`config.mk`:
```
export PLATFORM = sky130hd
export DESIGN_NAME = jtframe_sddac_multi_flat
export DESIGN_NICKNAME = d
export VERILOG_FILES = /design/src/rtl/jtframe_sddac_multi_if.sv /design/src/rtl/jtframe_sddac_multi.sv /design/src/flat_wrapper.sv
export SDC_FILE = /design/constraint.sdc
export NUM_CORES = 1
export LEC_CHECK = 0
export CAP_MARGIN = 10
export CELL_PAD_IN_SITES_DETAIL_PLACEMENT = 1
export CELL_PAD_IN_SITES_GLOBAL_PLACEMENT = 2
export CORE_MARGIN = 1.5
export CORE_UTILIZATION = 30
export CTS_CLUSTER_DIAMETER = 60
export DETAILED_ROUTE_END_ITERATION = 8
export DONT_BUFFER_PORTS = 1
export GPL_TIMING_DRIVEN = 0
export PLACE_DENSITY = 0.69
export SLEW_MARGIN = 20
export SYNTH_ARGS = -nofsm -noshare
export SYNTH_HDL_FRONTEND = slang
export SYNTH_SLANG_ARGS = --single-unit
```
`constraint.sdc`:
```
create_clock -name clk -period 6.1 [get_ports clk]
set_clock_uncertainty 0.05 [all_clocks]
set_input_delay 1.525 -clock clk [delete_from_list [all_inputs] [get_ports clk]]
set_output_delay 1.525 -clock clk [all_outputs]
set_load 0.1 [all_outputs]
```
`src/rtl/jtframe_sddac_multi_if.sv`:
```
// Sound bus between a core's audio outputs and the multi-channel sigma-delta DAC.
//
// Signals:
//   snd      packed samples, channel k at [k*WIDTH +: WIDTH]   (master -> slave)
//   mute     forces every modulator input to mid-scale          (master -> slave)
//   cen_out  one-cycle pulse marking each modulator update      (slave -> master)
//   dac      1-bit modulated outputs, one per channel           (slave -> master)
//
// Modports: master = sound source side, slave = DAC side.

interface jtframe_sddac_multi_if #(
   parameter int unsigned CHANNELS = 2,
   parameter int unsigned WIDTH    = 16
);
   logic [CHANNELS*WIDTH-1:0] snd;
   logic                      mute;
   logic                      cen_out;
   logic [CHANNELS-1:0]       dac;

   modport master (output snd, output mute, input cen_out, input dac);
   modport slave  (input snd, input mute, output cen_out, output dac);
endinterface

```
`src/rtl/jtframe_sddac_multi.sv`:
```
// Parametrised multi-channel 1-bit sigma-delta audio DAC.
//
// Every channel runs its own first- or second-order modulator; all channels share one
// clock enable produced by a 0..CEN_DIV-1 divider and are updated in parallel.
//
// Ports:
//   clk  DAC clock, all logic on its rising edge
//   rst  synchronous, active-high reset
//   bus  jtframe_sddac_multi_if slave modport (snd, mute in; cen_out, dac out)
//
// Parameters: CHANNELS (1..8), WIDTH (8..24), CEN_DIV (1..256),
//   SIGNED_SND (1: two's complement, 0: offset binary), ORDER (1 or 2).
//
// Optional feature: define JTFRAME_SDDAC_DITHER_EN to add one bit of LFSR dither per
// channel ahead of the modulator (bypassed while muted). Without it the modulator input
// is the converted sample itself.

module jtframe_sddac_multi #(
   parameter int unsigned CHANNELS   = 2,
   parameter int unsigned WIDTH      = 16,
   parameter int unsigned CEN_DIV    = 4,
   parameter int unsigned SIGNED_SND = 1,
   parameter int unsigned ORDER      = 1
) (
   input  logic                 clk,
   input  logic                 rst,
   jtframe_sddac_multi_if.slave bus
);

   localparam int unsigned   CW       = (CEN_DIV > 1) ? $clog2(CEN_DIV) : 1;
   localparam logic [CW-1:0] CNT_LAST = CW'(CEN_DIV - 1);
   localparam logic [WIDTH-1:0] MID   = {1'b1, {(WIDTH-1){1'b0}}};

   logic [CW-1:0] cnt_q;
   logic          cen;
   logic          cen_q;

   // With CEN_DIV=1 the counter is stuck at 0 and cen is permanently high.
   assign cen         = (cnt_q == CNT_LAST);
   assign bus.cen_out = cen_q;

   always_ff @(posedge clk) begin
      if (rst) begin
         cnt_q <= '0;
         cen_q <= 1'b0;
      end else begin
         cnt_q <= cen ? '0 : cnt_q + 1'b1;
         cen_q <= cen;
      end
   end

`ifdef JTFRAME_SDDAC_DITHER_EN
   // Galois LFSR, x^16+x^14+x^13+x^11+1, one step per modulator update.
   logic [15:0] lfsr_q;

   always_ff @(posedge clk) begin
      if (rst) begin
         lfsr_q <= 16'hACE1;
      end else if (cen) begin
         lfsr_q <= {1'b0, lfsr_q[15:1]} ^ (lfsr_q[0] ? 16'hB400 : 16'h0000);
      end
   end
`endif

   for (genvar k = 0; k < CHANNELS; k++) begin : g_ch
      logic [WIDTH-1:0] smp;
      logic [WIDTH-1:0] x_raw;
      logic [WIDTH-1:0] x;
      logic             dac_q;

      assign smp   = bus.snd[k*WIDTH +: WIDTH];
      // Flipping the MSB maps two's complement onto offset binary (mid-scale = MID).
      assign x_raw = (SIGNED_SND != 0) ? {~smp[WIDTH-1], smp[WIDTH-2:0]} : smp;

`ifdef JTFRAME_SDDAC_DITHER_EN
      logic [WIDTH:0] x_dith;

      assign x_dith = {1'b0, x_raw} + {{WIDTH{1'b0}}, lfsr_q[k % 16]};
      assign x      = bus.mute ? MID : (x_dith[WIDTH] ? {WIDTH{1'b1}} : x_dith[WIDTH-1:0]);
`else
      assign x      = bus.mute ? MID : x_raw;
`endif

      assign bus.dac[k] = dac_q;

      if (ORDER == 1) begin : g_o1
         logic [WIDTH:0] acc_q;
         logic [WIDTH:0] acc_d;

         // The carry out of the low WIDTH bits is the output bit; it is dropped next time.
         assign acc_d = {1'b0, acc_q[WIDTH-1:0]} + {1'b0, x};

         always_ff @(posedge clk) begin
            if (rst) begin
               acc_q <= '0;
               dac_q <= 1'b0;
            end else if (cen) begin
               acc_q <= acc_d;
               dac_q <= acc_d[WIDTH];
            end
         end
      end else if (ORDER == 2) begin : g_o2
         localparam int unsigned IW = WIDTH + 3;
         localparam int unsigned SW = WIDTH + 5;

         logic signed [IW-1:0] i1_q, i2_q, i1_d, i2_d;
         logic signed [SW-1:0] fb, s1, s2;

         // Sums are formed two bits wider; they fit IW bits iff the top three bits agree.
         function automatic logic signed [IW-1:0] sat(input logic signed [SW-1:0] v);
            if (v[SW-1:IW-1] == {3{v[SW-1]}}) begin
               return v[IW-1:0];
            end
            return v[SW-1] ? {1'b1, {(IW-1){1'b0}}} : {1'b0, {(IW-1){1'b1}}};
         endfunction

         always_comb begin
            fb         = '0;
            fb[WIDTH]  = dac_q;
            s1         = {{2{i1_q[IW-1]}}, i1_q} + $signed({5'b00000, x}) - fb;
            i1_d       = sat(s1);
            s2         = {{2{i2_q[IW-1]}}, i2_q} + {{2{i1_d[IW-1]}}, i1_d} - fb;
            i2_d       = sat(s2);
         end

         always_ff @(posedge clk) begin
            if (rst) begin
               i1_q  <= '0;
               i2_q  <= '0;
               dac_q <= 1'b0;
            end else if (cen) begin
               i1_q  <= i1_d;
               i2_q  <= i2_d;
               dac_q <= ~i2_d[IW-1];
            end
         end
      end else begin : g_bad_order
         $error("jtframe_sddac_multi: ORDER must be 1 or 2");
      end
   end

endmodule
```
`src/flat_wrapper.sv`:
```
// flat-port wrapper written by rule: the top's interface ports become plain ports
module jtframe_sddac_multi_flat 
#(
   parameter int unsigned CHANNELS   = 2,
   parameter int unsigned WIDTH      = 16,
   parameter int unsigned CEN_DIV    = 4,
   parameter int unsigned SIGNED_SND = 1,
   parameter int unsigned ORDER      = 1
)
  (clk, rst, bus_snd, bus_mute, bus_cen_out, bus_dac);
  jtframe_sddac_multi_if #(.CHANNELS(CHANNELS), .WIDTH(WIDTH)) bus_i ();
  input  logic clk;
  input  logic rst;
  input wire logic [$bits(bus_i.snd)-1:0] bus_snd;
  input wire logic [$bits(bus_i.mute)-1:0] bus_mute;
  output wire logic [$bits(bus_i.cen_out)-1:0] bus_cen_out;
  output wire logic [$bits(bus_i.dac)-1:0] bus_dac;
  assign bus_i.snd = bus_snd;
  assign bus_i.mute = bus_mute;
  assign bus_cen_out = bus_i.cen_out;
  assign bus_dac = bus_i.dac;
  jtframe_sddac_multi #(.CHANNELS(CHANNELS), .WIDTH(WIDTH), .CEN_DIV(CEN_DIV), .SIGNED_SND(SIGNED_SND), .ORDER(ORDER)) u_core (.clk(clk), .rst(rst), .bus(bus_i));
endmodule
```
; Word level (Yosys, flattened, before mapping)
; Cells that the tools add are included.
[word_totals]
memories = 0
latchBits = 0
in_bits = 35
mem_bits_ro = 0
wordCells = 15
ramBits = 0
regBits = 37
[op_classes]
addsub = 3
n_div = 0
shift = 0
bitwise_logic = 2
mux = 2
magnitude_cmp = 0
mul = 0
eq_ne = 1
reduce_logical = 1
[op_table]
columns = op, n
row1 = $add 16x16->17, 2
row2 = $mux 16, 2
row3 = $add 2x1->2 const B, 1
row4 = $eq 2x2->1 const B, 1
row5 = $not 1->1, 2
row6 = $reduce_or 2->1, 1

; Longest topological paths before layout
; Gate-level depths: netlist (run 1).
[logic_depth]
word_depth = 3
depth_mapped = 10
ltp_nobuf = 9

; Worst setup path after synthesis (run 1)
; No wires, ideal clock.
[synth_path]
kind = in2reg
from = input bus_mute
to = register u_core.g_ch[0].g_o1.acc_q[14]
required_ps = 5933
slack_ps = 2365
setup_time_ps = 117
t_arrival_ps = 3568
stages = 10
path_cell_list = clkbuf_1 -> nor2b_1 -> ha_1 -> fa_1 -> a21oi_1 -> o211a_1 -> nor2_1 -> a221oi_2 -> o211ai_1 -> a32o_1
[synth_via]
elab_chain_cells = 2
[synth_rtl]
columns = item, line
row1 = start: declaration, flat_wrapper.sv:15  ; input wire logic [$bits(bus_i.mute)-1:0] bus_mute;
row2 = $mux 16, jtframe_sddac_multi.sv:81  ; assign x = bus.mute ? MID : x_raw;
row3 = $add 16x16->17, jtframe_sddac_multi.sv:91  ; assign acc_d = {1'b0, acc_q[WIDTH-1:0]} + {1'b0, x};
row4 = end signal: assignment, jtframe_sddac_multi.sv:95  ; acc_q <= '0;
row5 = end signal: assignment, jtframe_sddac_multi.sv:98  ; acc_q <= acc_d;
row6 = end: declaration, jtframe_sddac_multi.sv:87  ; logic [WIDTH:0] acc_q;
; No other way between the ends.
; A chain may end at the register's enable or synchronous reset.

; Worst setup path after layout (run 1)
; Ends and elaborated chain as after synthesis.

==> qor.csv, run 1 <==
metric;value;unit
placement_rows;36;
crit_arrival;4.07;ns
routed_wire_length_per_instance;17.2;um
timing.final.max_slew_violations;0;
postCtsResizedCells;0;
height_of_the_die;103;um
setup-tns-final;0;ns
cts.root.buffer_cell;sky130_fd_sc_hd__clkbuf_8;
first_pass_grt_wire_length;14000;um
num_vias;2685;
syn-instance-count;362;
ys_ff_latch;37;
rsz0062_at_grt;false;
initialDrtViolationCount;93;
timing.setup.critical_path_class;in2reg;
initial_core_utilization;30.9;%
hold_start;u_core.cnt_q[0];
cts_max_level;2;
mappedNetlistNets;432;
power.share.clock;32.2;%
critical_path.max_fanout;10;
place_hpwl;6660;um
vdd_ir_drop_max;0.0764;mV
power.leakage;1.31;nW
tritoncts_num_sinks;37;
post-route-period-util;64.2;%
synth_edf_count;0;
grt_pass1_vias;2751;
grt_usage;17.5;%
combinational_power_share;21.8;%
crit_required;6.25;ns
pwr_density_cell;173;nW/um2
final_period_minus_worst_setup_slack;3.92;ns
worstHoldEndpoint;u_core.cnt_q[0];
share_seq_of_total_power;46.0;%
clk-insertion-delay-late;0.30;ns
setup_viol;0;
die-area;10600;um2
pin_count_of_the_biggest_net_entering_global_routing;12;
clk_path_buf_depth;2;
ctsHoldBuffers;0;
globalplace.congestion;0.756;
drv_cap;0;
design.final.nets;439;
maxSlewHeadroom;37.9;%
critPathCaptureType;flip-flop;
clk_pin_slew_worst_paths;0.08;ns
port_buffers;0;
grt_antenna_before_repair;1;
regToRegEndpoint;u_core.g_ch[0].g_o1.acc_q[14];
p_switching;0.000186;W
whs;0.396;ns
ys_async_sr_fraction;0;%
pin_count;38;
final_layout_size_suffix_gt1_share;6.49;%
tritoncts;yes;
worst-slew-pin-transition;0.930;ns
total_detailed_routing_wirelength;8680;um
cts_buffers;5;
hold_depth;1;
reg2reg_start;u_core.g_ch[0].g_o1.acc_q[0];
ys_warn_count;0;
die_width;103;um
worstHoldPathType;reg2reg;
cp_startpoint_kind;primary input;
netSwitchingFraction;33.1;%
synthToLayoutAreaGrowth;8.37;%
achievable-frequency;0.255;GHz
r2r_slack;3.65;ns
overflow;0;
syn_area_per_cell;8.30;um2
synth_top_flop_cell;sky130_fd_sc_hd__dfxtp_1;
residual_antenna_violating_net_count_after_detailed_routing;0;
yosysSeqAreaShare;24.7;%
cts_post_setup_buffers_inserted;0;
vias_per_cell;5.33;
timing.final.hold_violations;0;
yosys.cell_types.count;67;
drc_violation_count_after_routing;0;
dr.pass1.iters;4;
post_synth_instance_area;3000;um2
fp.coreArea;9730;um2
int_power;0.000376;W
run_status;finished, final reports clean;
rr_worst_depth;8;
## through the flow
stage	worst slack [ns]	area, um2	util [%]	power, W	instances
floorplan	2.36	3000	-	0.000358	362
global placement	1.88	3170	32.6	0.000385	495
detailed placement	1.83	3170	32.6	0.000389	495
CTS	2.13	3250	33.4	0.000573	503
global route	1.94	3250	33.4	0.000597	504
finish	2.18	3250	33.4	0.000562	504
## power groups by stage
stage	registers, W	clock network (W)	logic (W)
2_1_floorplan	0.000263	0	0.0000953
3_5_place_dp	0.000264	0	0.000125
5_1_grt	0.000260	0.000200	0.000138
4_1_cts	0.000259	0.000190	0.000125
6_report	0.000258	0.000181	0.000123
3_3_place_gp	0.000264	0	0.000121
## logic make-up after synthesis
group,share of synthesized area [%]
compound gates,25.1
xor+xnor,4.08
fa+ha+maj,15.1
flops,24.7
simple gates,22.7
mux,4.71
buf+inv,3.67
## layer usage
layer  routed length, um  track usage, %  vias to the layer above
li1                    -               -                     1346
met1                4220            23.2                     1290
met2                4040            29.3                       39
met3                 261            2.44                       10
met4                 146            5.93                        0
met5                   0               0                        -
## registers in the layout, indices dropped and copies added (netlist names)
name / cells
u_core.g_ch.g_o1.acc_q: 32
u_core.bus.cen_out: 1
u_core.cnt_q: 2
u_core.g_ch.dac_q: 2
## synthesized netlist by cell type, types with 4 or more instances
library cell	instances	area share (%)
sky130_fd_sc_hd__o21a_1	4	1.0
sky130_fd_sc_hd__nand2_1	26	3.2
sky130_fd_sc_hd__nor2_1	27	3.4
sky130_fd_sc_hd__o22ai_1	5	1.0
sky130_fd_sc_hd__nor3_1	5	0.83
sky130_fd_sc_hd__a21o_1	6	1.5
sky130_fd_sc_hd__a31oi_1	4	0.83
sky130_fd_sc_hd__nor2b_1	33	6.9
sky130_fd_sc_hd__mux2i_1	13	4.3
sky130_fd_sc_hd__ha_1	33	14
sky130_fd_sc_hd__nand3_1	8	1.3
sky130_fd_sc_hd__and3_1	6	1.3
sky130_fd_sc_hd__o21ai_0	13	2.2
sky130_fd_sc_hd__dfxtp_1	37	25
sky130_fd_sc_hd__a211oi_1	6	1.5
sky130_fd_sc_hd__o211ai_1	4	1.0
sky130_fd_sc_hd__inv_1	9	1.1
sky130_fd_sc_hd__a21oi_1	29	4.8
sky130_fd_sc_hd__xor2_1	4	1.2
sky130_fd_sc_hd__and2_1	7	1.5
sky130_fd_sc_hd__xnor2_1	10	2.9
sky130_fd_sc_hd__clkbuf_1	11	1.4
## worst max-delay path: stages
cell and delay [ns]:
sky130_fd_sc_hd__clkbuf_1 0.44, sky130_fd_sc_hd__nor2b_1 0.11, sky130_fd_sc_hd__ha_1 0.26, sky130_fd_sc_hd__fa_1 0.45
sky130_fd_sc_hd__a21oi_1 0.21, sky130_fd_sc_hd__o211a_1 0.21, sky130_fd_sc_hd__nor2_1 0.09, sky130_fd_sc_hd__a221oi_2 0.36
sky130_fd_sc_hd__o211ai_1 0.15, sky130_fd_sc_hd__a32o_1 0.26
## area by class of cell
cell class	instances	area [um2]
flip-flops and latches	37	741
well taps	133	166
fillers	1211	6470
plain buffers	17	72.6
clock inverters	2	10.0
diodes	1	2.50
inverters	10	37.5
multi-input cells	298	2150
clock buffers	6	72.6
## cells in the final DEF, fill, tap and decap left out, types with 3 or more instances in the layout
master / instances
sky130_fd_sc_hd__dfxtp_1: 37
sky130_fd_sc_hd__nor2b_1: 33
sky130_fd_sc_hd__ha_1: 33
sky130_fd_sc_hd__a21oi_1: 29
sky130_fd_sc_hd__nor2_1: 27
sky130_fd_sc_hd__nand2_1: 26
sky130_fd_sc_hd__mux2i_1: 13
sky130_fd_sc_hd__o21ai_0: 13
sky130_fd_sc_hd__clkbuf_1: 12
sky130_fd_sc_hd__xnor2_1: 10
sky130_fd_sc_hd__inv_1: 9
sky130_fd_sc_hd__nand3_1: 8
sky130_fd_sc_hd__and2_1: 7
sky130_fd_sc_hd__a21o_1: 6
sky130_fd_sc_hd__a211oi_1: 6
sky130_fd_sc_hd__and3_1: 6
sky130_fd_sc_hd__nor3_1: 5
sky130_fd_sc_hd__o22ai_1: 5
sky130_fd_sc_hd__clkbuf_8: 5
sky130_fd_sc_hd__o211ai_1: 4
sky130_fd_sc_hd__o21a_1: 4
sky130_fd_sc_hd__a31oi_1: 4
sky130_fd_sc_hd__xor2_1: 4
sky130_fd_sc_hd__nand2b_1: 3
sky130_fd_sc_hd__buf_1: 3
sky130_fd_sc_hd__a31o_2: 3
sky130_fd_sc_hd__nand4_1: 3
sky130_fd_sc_hd__or3_1: 3
## worst max path at each step
stage | start | to | slack, ns | depth (start not counted)
after floorplan | bus_mute | u_core.g_ch[0].g_o1.acc_q[14] | 2.36 | 10
after global placement | bus_mute | u_core.g_ch[0].g_o1.acc_q[14] | 1.88 | 10
after detailed placement | bus_mute | u_core.g_ch[0].g_o1.acc_q[14] | 1.83 | 10
after CTS | bus_mute | u_core.g_ch[0].g_o1.acc_q[14] | 2.13 | 10
after global routing | bus_mute | u_core.g_ch[0].g_o1.acc_q[14] | 1.94 | 10
final | bus_mute | u_core.g_ch[0].g_o1.acc_q[14] | 2.18 | 10
Power figures use the tool's default switching activity.
==> run 2, diff against run 1 <==
==> constraint.sdc (replaced) <==
create_clock -name clk -period 4.06 [get_ports clk]
set_clock_uncertainty 0.05 [all_clocks]
set_input_delay 1.015 -clock clk [delete_from_list [all_inputs] [get_ports clk]]
set_output_delay 1.015 -clock clk [all_outputs]
set_load 0.1 [all_outputs]
==> results of run 2 <==
Same layout as run 1 (identical final DEF). Status: finished, final reports clean.
Main changes from that run: setup slack after placement 1.83 ns -> 0.295 ns; setup slack after layout 2.18 ns -> 0.655 ns; register-to-register setup slack 3.65 ns -> 1.61 ns; total power 0.000562 W -> 0.000844 W; worst IR drop on VDD 0.0764 mV -> 0.115 mV
==> run 3, diff against run 2 <==
==> constraint.sdc (replaced) <==
create_clock -name clk -period 3.4 [get_ports clk]
set_clock_uncertainty 0.05 [all_clocks]
set_input_delay 0.85 -clock clk [delete_from_list [all_inputs] [get_ports clk]]
set_output_delay 0.85 -clock clk [all_outputs]
set_load 0.1 [all_outputs]
==> qor.csv, run 3 (synthesis results as in run 1) <==
metric;value;unit
run_status;finished, final reports clean;
cts.root.buffer_cell;sky130_fd_sc_hd__clkbuf_8;
clk_pin_slew_worst_paths;0.08;ns
setup-tns-final;0;ns
tritoncts_num_sinks;37;
largest_register_ff_count;32;
cts_max_level;2;
dr.pass1.iters;4;
design.final.nets;439;
port_buffers;0;
place_hpwl;6660;um
fp.coreArea;9730;um2
rsz0062_at_grt;false;
total_detailed_routing_wirelength;8650;um
most_common_cell_type_on_the_critical_path;sky130_fd_sc_hd__a21oi_1;
timing.final.hold_violations;0;
final_period_minus_worst_setup_slack;3.04;ns
ctsHoldBuffers;0;
worstHoldPathType;reg2reg;
grt_pass1_vias;2751;
grt_antenna_before_repair;1;
placement_rows;36;
critPathCaptureType;flip-flop;
worst_path_max_delay_cell;sky130_fd_sc_hd__clkbuf_1;
residual_antenna_violating_net_count_after_detailed_routing;0;
worst-slew-pin-transition;0.930;ns
tritoncts;yes;
critPathBufInv;1;
cp_top_family;compound AO/OA/AOI/OAI gates;
drc_violation_count_after_routing;0;
postCtsResizedCells;0;
pin_count_of_the_biggest_net_entering_global_routing;12;
vdd_ir_drop_max;0.137;mV
crit_required;3.55;ns
post-route-period-util;89.3;%
routed_wire_length_per_instance;17.2;um
largest_register;u_core.g_ch.g_o1.acc_q;
reg_top3;u_core.g_ch.g_o1.acc_q x32, u_core.cnt_q x2, u_core.g_ch.dac_q x2;
worst_slack_placed;-0.200;ns
initial_core_utilization;30.9;%
crit_arrival;3.19;ns
die_width;103;um
grt_usage;17.5;%
final_layout_size_suffix_gt1_share;6.76;%
clk_path_buf_depth;2;
setup_viol;0;
overflow;0;
clk-insertion-delay-late;0.30;ns
pin_count;38;
timing.setup.critical_path_class;in2reg;
maxSlewHeadroom;37.9;%
globalplace.congestion;0.756;
vias_per_cell;5.31;
die-area;10600;um2
cp_slowest_stage_delay;0.45;ns
cp_startpoint_kind;primary input;
final_common_cell;sky130_fd_sc_hd__dfxtp_1;
achievable-frequency;0.329;GHz
num_vias;2677;
power.leakage;1.32;nW
synthToLayoutAreaGrowth;8.42;%
timing.critical_path.cells;clkbuf_1 > nor2b_1 > ha_1 > a21oi_1 > o21ai_0 > a221o_1 > a21oi_1 > nor2_1 > a211o_1;
most-common-layout-cells;sky130_fd_sc_hd__dfxtp_1 (37), sky130_fd_sc_hd__nor2b_1 (33), sky130_fd_sc_hd__ha_1 (33);
pwr_density_cell;310;nW/um2
critical_path.max_fanout;10;
cts_post_setup_buffers_inserted;0;
initialDrtViolationCount;100;
height_of_the_die;103;um
first_pass_grt_wire_length;14000;um
timing.final.max_slew_violations;0;
post-route-worst-setup-slack;0.363;ns
cts_buffers;5;
drv_cap;0;
## run 3: cell types whose count changed in the layout (fill, tap and decap cells not counted)
cell,previous run,this run
sky130_fd_sc_hd__clkbuf_1,12,11
sky130_fd_sc_hd__clkbuf_2,0,1
sky130_fd_sc_hd__o21ai_0,13,12
sky130_fd_sc_hd__o21ai_1,1,2
## run 3: per-stage QoR
| step | hold slack [ns] | utilization [%] | cell area [um2] | instances | power (W) |
|---|---|---|---|---|---|
| finish | 0.398 | 33.5 | 3260 | 504 | 0.00101 |
| detailed placement | 0.388 | 32.6 | 3170 | 495 | 0.000697 |
| floorplan | 0.354 | - | 3000 | 362 | 0.000642 |
| global route | 0.447 | 33.5 | 3260 | 504 | 0.00107 |
| CTS | 0.405 | 33.4 | 3250 | 503 | 0.00103 |
| global placement | 0.367 | 32.6 | 3170 | 495 | 0.000691 |
## run 3: cell type report
cell class	instances	area, um2
inverters	10	37.5
well taps	133	166
fillers	1210	6470
clock inverters	2	10.0
diodes	1	2.50
multi-input cells	298	2150
flip-flops and latches	37	741
plain buffers	17	73.8
clock buffers	6	72.6
## run 3: final timing paths
check	endpoint	slack [ns]	cells past startpoint	startpoint
worst max-delay path	u_core.g_ch[1].g_o1.acc_q[15]	0.36	9	bus_mute
worst min-delay path	u_core.cnt_q[0]	0.40	1	u_core.cnt_q[0]
worst max register to register	u_core.g_ch[0].g_o1.acc_q[14]	0.94	8	u_core.g_ch[0].g_o1.acc_q[0]
worst min register to register	u_core.cnt_q[0]	0.40	1	u_core.cnt_q[0]
## run 3: routing by layer
metal / global-route usage, % / vias to the layer above / part of all wire, %
met5: 0 / - / 0
met4: 5.93 / 0 / 1.7
met3: 2.44 / 10 / 2.8
met2: 29.3 / 36 / 47
met1: 23.2 / 1285 / 49
li1: - / 1346 / -
## run 3: where the power goes
group          switching (W)  internal [W]
registers          0.0000128      0.000451
logic               0.000139     0.0000812
clock network       0.000182      0.000143
total               0.000333      0.000674
